## src/rtl/ek_sat_mc.sv

```systemverilog
`default_nettype none
// ============================================================================
// Module   : ek_sat_mc
// Function : Two-stage, multi-channel error stage for the control loop.
//            Computes e[k] = ref - yk exactly, clamps it to a signed LIM_W-bit
//            range, and keeps per-channel e[k-1]/e[k-2] history. Also keeps
//            sticky clamp flags and a saturating clamp-event counter.
//            The reference input is named refk because ref is a keyword.
// Revision : 1.0  initial release
// ============================================================================
module ek_sat_mc #(
  parameter int N     = 18,
  parameter int LIM_W = 9,
  parameter int CH    = 4,
  parameter int CH_W  = 2,
  parameter int CNT_W = 16
) (
  input  logic                 clk,
  input  logic                 reset,
  input  logic                 in_valid,
  input  logic [CH_W-1:0]      in_ch,
  input  logic signed [N-1:0]  refk,
  input  logic signed [N-1:0]  yk,
  input  logic                 hist_clr,
  input  logic                 sat_clr,
  output logic                 out_valid,
  output logic [CH_W-1:0]      out_ch,
  output logic signed [N-1:0]  ek,
  output logic signed [N-1:0]  ek1,
  output logic signed [N-1:0]  ek2,
  output logic signed [N-1:0]  dek,
  output logic                 sat_now,
  output logic [CH-1:0]        sat_flags,
  output logic [CNT_W-1:0]     sat_cnt
);

  // Clamp limits expressed in the N+1-bit exact-difference domain.
  localparam logic signed [N:0] c_max =
    {{(N - LIM_W + 2){1'b0}}, {(LIM_W - 1){1'b1}}};
  localparam logic signed [N:0] c_min =
    {{(N - LIM_W + 2){1'b1}}, {(LIM_W - 1){1'b0}}};
  localparam logic [CH_W:0]    c_ch_lim  = (CH_W + 1)'(CH);
  localparam logic [CNT_W-1:0] c_cnt_max = '1;

  logic                 r_s1_valid;
  logic [CH_W-1:0]      r_s1_ch;
  logic signed [N:0]    r_s1_diff;
  logic signed [N-1:0]  r_hist1 [CH];
  logic signed [N-1:0]  r_hist2 [CH];

  logic signed [N:0]    w_diff_in;
  logic                 w_hi;
  logic                 w_lo;
  logic                 w_clamp;
  logic signed [N-1:0]  w_ek;
  logic signed [N-1:0]  w_ek1;
  logic signed [N-1:0]  w_ek2;
  logic signed [N-1:0]  w_dek;
  logic [CH-1:0]        w_onehot;

  // Exact difference: one extra bit so full-scale opposite-sign inputs never wrap.
  assign w_diff_in = {refk[N-1], refk} - {yk[N-1], yk};

  // Stage 1: capture exact difference, channel and validity (out-of-range channels dropped).
  always_ff @(posedge clk) begin
    if (reset) begin
      r_s1_valid <= 1'b0;
      r_s1_ch    <= '0;
      r_s1_diff  <= '0;
    end else begin
      r_s1_valid <= in_valid && ({1'b0, in_ch} < c_ch_lim);
      r_s1_ch    <= in_ch;
      r_s1_diff  <= w_diff_in;
    end
  end

  // Stage-2 combinational: clamp, history lookup and velocity-form delta.
  always_comb begin
    w_hi     = r_s1_diff > c_max;
    w_lo     = r_s1_diff < c_min;
    w_clamp  = r_s1_valid && (w_hi || w_lo);
    w_ek     = r_s1_diff[N-1:0];
    if (w_hi) begin
      w_ek = c_max[N-1:0];
    end else if (w_lo) begin
      w_ek = c_min[N-1:0];
    end
    w_ek1    = r_hist1[r_s1_ch];
    w_ek2    = r_hist2[r_s1_ch];
    w_dek    = w_ek - w_ek1;
    w_onehot = CH'(1) << r_s1_ch;
  end

  // Stage 2 output register: results update only on a valid sample and hold otherwise.
  always_ff @(posedge clk) begin
    if (reset) begin
      out_valid <= 1'b0;
      out_ch    <= '0;
      ek        <= '0;
      ek1       <= '0;
      ek2       <= '0;
      dek       <= '0;
      sat_now   <= 1'b0;
    end else begin
      out_valid <= r_s1_valid;
      sat_now   <= w_clamp;
      if (r_s1_valid) begin
        out_ch <= r_s1_ch;
        ek     <= w_ek;
        ek1    <= w_ek1;
        ek2    <= w_ek2;
        dek    <= w_dek;
      end
    end
  end

  // History shift per channel; a clear wins over the coincident sample's write.
  always_ff @(posedge clk) begin
    if (reset || hist_clr) begin
      for (int i = 0; i < CH; i++) begin
        r_hist1[i] <= '0;
        r_hist2[i] <= '0;
      end
    end else if (r_s1_valid) begin
      r_hist1[r_s1_ch] <= w_ek;
      r_hist2[r_s1_ch] <= w_ek1;
    end
  end

  // Sticky flags and saturating event counter; a coincident clamp beats sat_clr.
  always_ff @(posedge clk) begin
    if (reset) begin
      sat_flags <= '0;
      sat_cnt   <= '0;
    end else begin
      sat_flags <= (sat_clr ? '0 : sat_flags) | (w_clamp ? w_onehot : '0);
      if (sat_clr) begin
        sat_cnt <= w_clamp ? CNT_W'(1) : '0;
      end else if (w_clamp && (sat_cnt != c_cnt_max)) begin
        sat_cnt <= sat_cnt + CNT_W'(1);
      end
    end
  end

endmodule
`default_nettype wire

```

## config.mk

```make
export PLATFORM = sky130hd
export DESIGN_NAME = ek_sat_mc
export DESIGN_NICKNAME = d
export VERILOG_FILES = /design/src/rtl/ek_sat_mc.sv
export SDC_FILE = /design/constraint.sdc
export NUM_CORES = 1
export LEC_CHECK = 0
export CAP_MARGIN = 10
export CORE_UTILIZATION = 43
export CTS_BUF_LIST = sky130_fd_sc_hd__clkbuf_8 sky130_fd_sc_hd__clkbuf_16
export CTS_CLUSTER_DIAMETER = 150
export DETAILED_ROUTE_END_ITERATION = 8
export DONT_BUFFER_PORTS = 1
export GPL_TIMING_DRIVEN = 0
export PLACE_DENSITY = 0.69
export SKIP_CTS_REPAIR_TIMING = 1
export SKIP_LAST_GASP = 1
export SLEW_MARGIN = 25
export SYNTH_ARGS = -nofsm -noshare
export SYNTH_HDL_FRONTEND = slang
export SYNTH_SLANG_ARGS = --single-unit
```

## constraint.sdc

```tcl
create_clock -name clk -period 4.4 [get_ports clk]
set_input_delay 0.44 -clock clk [delete_from_list [all_inputs] [get_ports clk]]
set_output_delay 0.44 -clock clk [all_outputs]
set_load 0.01 [all_outputs]
```

==> results.tsv <==
metric	value	unit
synthFlopType	edfxtp_1	
grt.total_usage	21.0	%
worst_r2r_endpoint	dek[14]$_SDFFE_PP0P_	
drt-total-wl	30200	um
critPathLaunchType	register	
numCtsBuffers	26	
fmax	241	MHz
period_needed	4.14	ns
cp-startpoint	r_s1_diff[11]$_SDFF_PP0_	
yosysTopAreaCell	edfxtp_1	
clkTransAtPathRegs	0.06	ns
avgSynthCellArea	10.7	um2
maxSlewHeadroom	31.6	%
overflow	0	
synthesis.area	0.0120	mm2
antenna_left	0	
crit_fanout	8	
place.gp.congestion	0.840	
cts_sinks	262	
grt_max_degree	26	
io_buffers	0	
start_util	44.2	%
hold_path.class	primary input to register	
slew_violations	0	
run_status	finished clean	
layout_common_cells	nor2_1 (248), edfxtp_1 (144), dfxtp_1 (118)	
ios	139	
clkPwrFrac	37.3	%
p_leak	5.21	nW
vias	8546	
wl_per_cell	19.5	um
slowest_stage	o21ai_1	
antenna_found_initial	0	
syn_nets	1202	
worstSetupPathType	register to register	
async_flop_share	0	%
ff2ff_path_depth	11	
crit_family	compound AO/OA/AOI/OAI gates	
ys_ff_latch	262	
insertion_delay	0.54	ns
power_frac_seq	48.1	%
cts.htree.levels	1	
final_nets	1234	
r2r_start	r_s1_diff[11]$_SDFF_PP0_	
fillerInstances	2440	
drt_iter0_markers	735	
die_x	169	um
power.internal	4.27	mW
hold_violations	0	
drv_cap	0	
post-synth-top-area-fraction	36.1	%
rows	60	
die_area	0.0285	mm2
holdWs	0.0529	ns
synth-edff-count	144	
cts_tree	built	
setup_tns	0	ns
drive_gt1_share	8.87	%
swShare	26.8	%
core	0.0271	mm2
drc	0	
ys_warn_count	0	
yosys-top-cells-area	edfxtp_1 (36%), dfxtp_1 (20%), nor2_1 (7.8%), ha_1 (3.8%), mux4_2 (3.8%)	
layout_commonest_cell	nor2_1	
ys_seq_area_share	55.9	%
hold_depth	1	
setup_violations	0	
worst_pin_slew	1.02	ns
syn-instance-count	1121	
clock_path_buffers	3	
r2r_slack	0.26	ns
power.density	436	mW/mm2
power_switching	1.56	mW
min_to	r_s1_ch[1]$_SDFF_PP0_	
endpoint_kind	register	
pwr-share-comb	14.6	%
dpl.hpwl	21300	um
vias_per_cell	5.53	
ys_types	63	
insertedDiodeCount	0	
arrival	4.57	ns
firstDrtPassIters	4	
required	4.83	ns
irDropWorstVdd	247	uV
holdCritStartpoint	in_ch[1]	
path_cells	nor4_1 -> a31oi_1 -> o21ai_1 -> inv_1 -> fa_1 -> a211oi_1 -> o21bai_1 -> o221ai_1 -> a21oi_1 -> or3_1 -> a32o_1	
area_delta_synth_final	11.9	%
rsz0062_at_grt	no	
crit_buf_inv	1	
die_h	169	um
grt_pass1_wl	46300	um
grt_pass1_vias	8146	
max_stage_delay	0.63	ns
clockRootBuffer	clkbuf_16	
fin_skew	0.0169	ns
fin_crit_sh	94.1	%
## per-stage QoR
stage,instance area (um2),setup slack (ns),std cells,utilization (%),power (mW)
finish,13400,0.259,1545,49.4,5.83
global route,13400,0.00848,1545,49.4,6.05
CTS,13400,0.169,1545,49.4,5.86
floorplan,12000,1.11,1121,-,3.45
global placement,12400,0.185,1493,45.9,3.68
detailed placement,12500,0.170,1497,46.3,3.70
## cell type report
cell class / instances / area [um2] / share of cell area, %
clock buffers: 30 / 728 / 5.44
repair buffers: 4 / 103 / 0.766
inverters: 38 / 143 / 1.07
flip-flops and latches: 262 / 6690 / 49.9
multi-input cells: 746 / 4850 / 36.2
plain buffers: 75 / 298 / 2.22
well taps: 372 / 465 / 3.48
clock inverters: 18 / 116 / 0.869
## how the worst max path moves through the flow
| stage | depth (start not counted) | end |
|---|---|---|
| final | 11 | dek[14]$_SDFFE_PP0P_ |
| after CTS | 12 | dek[14]$_SDFFE_PP0P_ |
| after detailed placement | 12 | dek[14]$_SDFFE_PP0P_ |
| after floorplan | 12 | dek[16]$_SDFFE_PP0P_ |
| after global placement | 12 | dek[16]$_SDFFE_PP0P_ |
| after global routing | 13 | dek[13]$_SDFFE_PP0P_ |
## logic make-up (layout without fill, tap and decap cells)
logic type / count (synthesis) / in the layout / synth area share, %
mux: 83 / 83 / 9.27
buf+inv: 113 / 165 / 3.68
compound gates: 191 / 191 / 10.4
xor+xnor: 24 / 24 / 1.76
fa+ha+maj: 38 / 38 / 4.10
flops: 262 / 262 / 55.9
simple gates: 410 / 410 / 14.9
## power by group through the flow
stage / Clock [mW] / Combinational (mW) / Sequential [mW]
floorplan: 0 / 0.624 / 2.83
global placement: 0 / 0.819 / 2.86
detailed placement: 0 / 0.842 / 2.86
CTS: 2.20 / 0.848 / 2.81
global route: 2.28 / 0.941 / 2.82
finish: 2.17 / 0.854 / 2.81
## synth_stat cells (all sizes together) (5+ instances only)
master and count:
xor2 17, nor2 248, mux2 20, nor3b 5, ha 36, a31oi 5
o2111ai 10, o211ai 12, buf 19, nor3 22, o21a 8, and3 18
nand3 6, edfxtp 144, a211oi 10, inv 38, o21ai 47, a21oi 58
nand2b 8, nor2b 14, and2 7, nand2 59, a21o 11, mux2i 43
clkbuf 56, mux4 20, dfxtp 118, xnor2 7, nand4 6
## per-layer routing
metal | part of all wire, % | global-route usage [%]
met5 | 0 | 0
met4 | 2.7 | 6.21
met3 | 8.2 | 4.84
met2 | 48 | 35.7
met1 | 41 | 26.7
## flip-flops by register name, indices dropped and copies added, names as in the netlist
signal and flops:
r_hist1 72, r_hist2 72, r_s1_diff 19, dek 18
ek1 18, ek2 18, ek 18, sat_cnt 16
sat_flags 4, out_ch 2, r_s1_ch 2, out_valid 1
r_s1_valid 1, sat_now 1
(Power assumes the default switching activity.)
